--- src/rtl/q_table_ram.sv ---
// q_table_ram: Q-table store holding N_ACT signed action values per state.
// One (state, action) write per cycle; a read returns the whole row plus
// argmax (value and lowest-index action on ties) with a fixed 2-cycle latency.
// Optional feature macro: QRAM_CLEAR_EN (reset-triggered zeroing sweep, busy output).
module q_table_ram #(
    parameter int DATA_W = 16,
    parameter int ADDR_W = 6,
    parameter int N_ACT  = 4,
    parameter int ACT_W  = 2
) (
    input  logic                    clk,
    input  logic                    rst,
    input  logic                    en,
    input  logic                    wr_en,
    input  logic [ADDR_W-1:0]       wr_addr,
    input  logic [ACT_W-1:0]        wr_act,
    input  logic [DATA_W-1:0]       wr_data,
    input  logic                    rd_en,
    input  logic [ADDR_W-1:0]       rd_addr,
    output logic                    rd_valid,
    output logic [N_ACT*DATA_W-1:0] rd_data,
    output logic [DATA_W-1:0]       rd_max_val,
    output logic [ACT_W-1:0]        rd_max_act,
    output logic                    busy
);

    localparam int DEPTH = 1 << ADDR_W;

    logic [DATA_W-1:0] mem_q [DEPTH][N_ACT];

    logic busy_w;
    logic wr_acc;
    logic rd_acc;

    logic                     s1_valid_d, s1_valid_q;
    logic signed [DATA_W-1:0] s1_row_d [N_ACT];
    logic signed [DATA_W-1:0] s1_row_q [N_ACT];

    logic signed [DATA_W-1:0] max_val_c;
    logic [ACT_W-1:0]         max_act_c;

    logic                     rd_valid_d, rd_valid_q;
    logic [N_ACT*DATA_W-1:0]  rd_data_d, rd_data_q;
    logic [DATA_W-1:0]        rd_max_val_d, rd_max_val_q;
    logic [ACT_W-1:0]         rd_max_act_d, rd_max_act_q;

`ifdef QRAM_CLEAR_EN
    typedef enum logic {IDLE, CLEAR} state_t;

    state_t            state_d, state_q;
    logic [ADDR_W-1:0] clr_ptr_d, clr_ptr_q;
    logic              clr_we;

    // Clear sweep sequencing: advance one state per cycle, return to IDLE after the last row
    always_comb begin
        state_d   = state_q;
        clr_ptr_d = clr_ptr_q;
        clr_we    = 1'b0;
        if (state_q == CLEAR) begin
            clr_we    = 1'b1;
            clr_ptr_d = clr_ptr_q + 1'b1;
            if (clr_ptr_q == '1) begin
                state_d = IDLE;
            end
        end
    end

    // FSM state and sweep pointer; reset (re)starts the sweep at row 0
    always_ff @(posedge clk) begin
        if (rst) begin
            state_q   <= CLEAR;
            clr_ptr_q <= '0;
        end else begin
            state_q   <= state_d;
            clr_ptr_q <= clr_ptr_d;
        end
    end

    assign busy_w = (state_q == CLEAR);
`else
    assign busy_w = 1'b0;
`endif

    assign busy = busy_w;

    // Request qualification: enable, not sweeping, not in reset
    always_comb begin
        wr_acc = en & wr_en & ~busy_w & ~rst;
        rd_acc = en & rd_en & ~busy_w & ~rst;
    end

    // Table storage: single-entry writes, plus whole-row zeroing during a clear sweep
    always_ff @(posedge clk) begin
`ifdef QRAM_CLEAR_EN
        if (clr_we && !rst) begin
            for (int unsigned k = 0; k < N_ACT; k++) begin
                mem_q[clr_ptr_q][ACT_W'(k)] <= '0;
            end
        end
`endif
        if (wr_acc) begin
            mem_q[wr_addr][wr_act] <= wr_data;
        end
    end

    // S1 row fetch; a same-cycle write to the fetched state forwards its value (write-first)
    always_comb begin
        s1_valid_d = rd_acc;
        for (int unsigned k = 0; k < N_ACT; k++) begin
            s1_row_d[ACT_W'(k)] = s1_row_q[ACT_W'(k)];
            if (rd_acc) begin
                if (wr_acc && (wr_addr == rd_addr) && (wr_act == ACT_W'(k))) begin
                    s1_row_d[ACT_W'(k)] = wr_data;
                end else begin
                    s1_row_d[ACT_W'(k)] = mem_q[rd_addr][ACT_W'(k)];
                end
            end
        end
    end

    // Signed argmax over the S1 row; strict compare keeps the lowest index on ties
    always_comb begin
        max_val_c = s1_row_q[0];
        max_act_c = '0;
        for (int unsigned k = 1; k < N_ACT; k++) begin
            if (s1_row_q[ACT_W'(k)] > max_val_c) begin
                max_val_c = s1_row_q[ACT_W'(k)];
                max_act_c = ACT_W'(k);
            end
        end
    end

    // S2 result: load on a valid S1 entry, otherwise hold the previous result
    always_comb begin
        rd_valid_d   = s1_valid_q;
        rd_data_d    = rd_data_q;
        rd_max_val_d = rd_max_val_q;
        rd_max_act_d = rd_max_act_q;
        if (s1_valid_q) begin
            for (int unsigned k = 0; k < N_ACT; k++) begin
                rd_data_d[k*DATA_W +: DATA_W] = s1_row_q[ACT_W'(k)];
            end
            rd_max_val_d = max_val_c;
            rd_max_act_d = max_act_c;
        end
    end

    // S1 row register; only reloaded on an accepted read
    always_ff @(posedge clk) begin
        for (int unsigned k = 0; k < N_ACT; k++) begin
            s1_row_q[ACT_W'(k)] <= s1_row_d[ACT_W'(k)];
        end
    end

    // Pipeline control and output registers, flushed by reset
    always_ff @(posedge clk) begin
        if (rst) begin
            s1_valid_q   <= 1'b0;
            rd_valid_q   <= 1'b0;
            rd_data_q    <= '0;
            rd_max_val_q <= '0;
            rd_max_act_q <= '0;
        end else begin
            s1_valid_q   <= s1_valid_d;
            rd_valid_q   <= rd_valid_d;
            rd_data_q    <= rd_data_d;
            rd_max_val_q <= rd_max_val_d;
            rd_max_act_q <= rd_max_act_d;
        end
    end

    assign rd_valid   = rd_valid_q;
    assign rd_data    = rd_data_q;
    assign rd_max_val = rd_max_val_q;
    assign rd_max_act = rd_max_act_q;

endmodule

--- config.mk ---
export PLATFORM = sky130hd
export DESIGN_NAME = q_table_ram
export DESIGN_NICKNAME = d
export VERILOG_FILES = /design/src/rtl/q_table_ram.sv
export SDC_FILE = /design/constraint.sdc
export NUM_CORES = 2
export LEC_CHECK = 0
export BUFFER_PORTS_ARGS = -buffer_cell sky130_fd_sc_hd__buf_4
export CAP_MARGIN = 20
export CORE_MARGIN = 2
export CORE_UTILIZATION = 40
export DETAILED_ROUTE_END_ITERATION = 12
export GPL_TIMING_DRIVEN = 0
export HOLD_SLACK_MARGIN = 0.05
export SLEW_MARGIN = 20
export SYNTH_ARGS = -nofsm -noshare
export SYNTH_HDL_FRONTEND = slang
export SYNTH_MEMORY_MAX_BITS = 65536
export SYNTH_SLANG_ARGS = --single-unit
--- constraint.sdc ---
create_clock -name clk -period 18.52 [get_ports clk]
set_clock_uncertainty 0.15 [all_clocks]
set_input_delay 1.852 -clock clk [delete_from_list [all_inputs] [get_ports clk]]
set_output_delay 1.852 -clock clk [all_outputs]
set_load 0.05 [all_outputs]
==> results by group <==
Pwr
  • Sw Ratio: 21.77%
  • Clock share of power: roughly 42%
  • Seq pwr share: 52.6%
  • Switching power: between 4 and 5 mW
  • Combinational Power Share: 5.9%
  • Int Power: 15.72 mW
  • Power per cell area: 105.5 nW/um2
  • LEAKAGE: roughly 60 nW
  • VDD IR max: 0.00008542 V

Clock network
  • Hold buffer count at CTS: 0
  • Clk slew on worst S/H paths: 0.06 ns
  • Htree depth: 5
  • CTS sink count: 4244
  • Setup bufs post-CTS: 0
  • CTS tree: done
  • Worst-Skew Late Latency: 0.98 ns
  • Cts repair resizes: 0
  • CTS Root Cell: clkbuf_16
  • CTS Buf Count: 424
  • CTS max path bufs: 4

Yosys
  • Ys Warns: 0
  • Synthesized instance count: slightly above 7k
  • Synth top area cells: edfxtp_1 76%, mux4_2 18%, dfxtp_1 1.0%, nor2_1 0.82%, clkbuf_1 0.69%
  • Syn_nets: 7126
  • Seq/Total Area, Yosys: 77.05%
  • Most frequent cells after synthesis: 4160 x edfxtp_1, 1344 x mux4_2, 358 x nor2_1, 303 x clkbuf_1, 283 x nand2_1
  • Top-count cell post-synth: edfxtp_1
  • Synth Cell Area: 164300 um2
  • Ys flop type: edfxtp_1
  • Top cell type's share of synthesized area: about 76%
  • Post-synthesis cell type count: 66
  • Leading area contributor after synthesis: edfxtp_1
  • Async SR Flop Fraction: 0%
  • Mapped Avg Cell Area: 23.32 um2
  • Yosys reg bits: between 4k and 5k
  • Post-synth EDFFs: ~4.2k

Die
  • I/O Pins: 119
  • Die X: 644.9 um
  • Die area: just over 400000 um2
  • Starting Density: between 40% and 50%
  • Vert. Die Dim: 644.9 um
  • Core Area: 409300 um2
  • Row count: 235

Place
  • Dpl cells: roughly 13k
  • Area after DPL: ~180000 um2
  • IO buf count: 107
  • Place WS: 9.025 ns
  • Post-DP HPWL: about 320 mm
  • Gpl congestion: a little under 0.9

Detailed routing
  • Total wire length: 449.7 mm
  • Post-DR wirelength/cell: roughly 33 um
  • Vias/cell: 5.814
  • Number of routed nets with antenna violations: 0
  • DRC violations left: 0
  • Detailed-route via count: 79.26k
  • DR iter-0 viols: ~11k
  • DRT Pass-1 Iters: 6

Global routing
  • Initial antenna violation count: 65
  • First-pass GRT wire length: 621.5 mm
  • Gr ovfl total: 0
  • Total GRT Usage: 21.30%
  • Largest net degree at the start of global routing: between 100 and 150
  • Vias in the first global route: approximately 78k

Run
  • MaxCap Viol Count: 0

Timing
  • RSZ-0062 raised after global routing: false
  • Setup TNS Final: 0 ns
  • Tightest Pin Transition: 1.154 ns
  • Fmax: 103.4 MHz
  • Max-slew violations: 0
  • Final Setup Violations: 0
  • Final Hold Viols: 0
  • Worst relative slew slack: a little under a quarter
  • Final WS setup: between 8 and 9 ns
  • Clock period minus worst slack: a little under 10 ns
  • Final worst-path cycle share: 52.22%

Critical path
  • Critical path peak fanout: 10
  • CP max-delay cell: mux2i_1
  • Kind of critical path: reg -> reg
  • Critical path data arrival time: 10.34 ns
  • Worst path max stage delay: 0.80 ns
  • CP Capture Type: register
  • CP Launch Type: register
  • Worst Path Required: between 15 and 20 ns

Finish
  • FILL cells: 33.16k
  • Layout cell share with drive strength beyond 1: 32.87%
  • Final Net Count: approximately 7.9k
  • Final Non-Filler Cells: 13.63k
  • Final core utilization: between 40% and 50%
  • Area growth, synth to finish: 15.87%
  • Post-layout instance area: 190400 um2

Worst hold path
  • Worst Hold Class: reg -> reg

Run status
  • Status: finished clean
==> flip-flops by register name (all words and copies together), names as in the netlist <==
signal      cells
mem_q        4096
rd_data        64
rd_valid_d      1
rd_max_val     16
rd_max_act      2
rd_valid        1
s1_row_q       64
==> layout make-up <==
| cell class | instances | area [um2] | share of cell area, % |
|---|---|---|---|
| Antenna cell | 25 | 62.56 | 0.03286 |
| Buffer | 389 | 1652 | 0.8675 |
| Clock buffer | 524 | 11260 | 5.916 |
| Clock inverter | 250 | 2112 | 1.109 |
| Inverter | 37 | 138.9 | 0.07295 |
| Multi-Input combinational cell | 2375 | 37190 | 19.54 |
| Sequential cell | 4244 | 126600 | 66.50 |
| Tap cell | 5451 | 6820 | 3.582 |
| Timing Repair Buffer | 338 | 4539 | 2.384 |
==> per-layer routing <==
metal  up-vias  part of all wire, %  GRT usage (%)
li1      31665                    -              -
met1     42872                   40          30.17
met2      4080                   47          33.42
met3       634                  9.4          4.329
met4         6                  3.0          6.529
met5         -                0.010              0
==> cells in the final DEF (no fill, tap or decap), types with 38 or more instances in the layout <==
| cell | netlist | final |
|---|---|---|
| dfxtp_1 | 84 | 84 |
| nor2_4 | 0 | 97 |
| edfxtp_1 | 4160 | 4160 |
| buf_2 | 30 | 46 |
| clkbuf_16 | 0 | 435 |
| clkbuf_1 | 303 | 312 |
| mux2i_1 | 92 | 92 |
| buf_16 | 0 | 48 |
| buf_4 | 5 | 96 |
| clkinv_2 | 0 | 75 |
| nor2_1 | 358 | 100 |
| mux4_2 | 1344 | 1344 |
| nor2_2 | 0 | 161 |
| buf_8 | 0 | 38 |
| buf_6 | 2 | 144 |
| clkinv_1 | 1 | 111 |
| clkbuf_2 | 0 | 72 |
| ha_1 | 46 | 46 |
| nand2_1 | 283 | 283 |
==> power groups by stage <==
stage	logic (mW)	clock network, mW	registers, mW
2_1_floorplan	0.546	0	10.8
3_3_place_gp	1.10	0	10.8
3_5_place_dp	1.17	0	10.8
4_1_cts	1.18	8.45	10.6
5_1_grt	1.23	8.81	10.6
6_report	1.18	8.33	10.6
==> logic make-up after synthesis <==
kind of cell	synth area share (%)
buf+inv	1.017
flops	77.05
mux	19.00
simple gates	1.923
compound gates	0.6184
other cells	0.002282
xor+xnor	0.03198
fa+ha+maj	0.3503
==> critical path: cells and delay by family, from the launching register on <==
kind                       cells  cell delay (ns)
muxes                          3             1.64
DFF                            1             0.54
and+or+nand+nor                5             1.42
AOI/OAI and AO/OA             12             2.78
buffers and inverters          8             2.14
adders and majority gates      3             0.86
==> worst paths after layout <==
kind                                startpoint       endpoint  slack [ns]  cells past startpoint
worst min register to register   rd_max_val[2]  rd_max_val[2]        0.33                      2
worst min-delay path             rd_max_val[2]  rd_max_val[2]        0.33                      2
worst max register to register  s1_row_q[0][1]  rd_max_val[5]        8.85                     31
worst max-delay path            s1_row_q[0][1]  rd_max_val[5]        8.85                     31
==> through the flow <==
step | hold slack, ns | power, mW
floorplan | 0.3331 | 11.34
finish | 0.3291 | 20.09
global placement | 0.3187 | 11.89
detailed placement | 0.3187 | 11.95
CTS | 0.3274 | 20.19
global route | 0.3474 | 20.61
No activity file was read; power rests on OpenSTA's default activity.
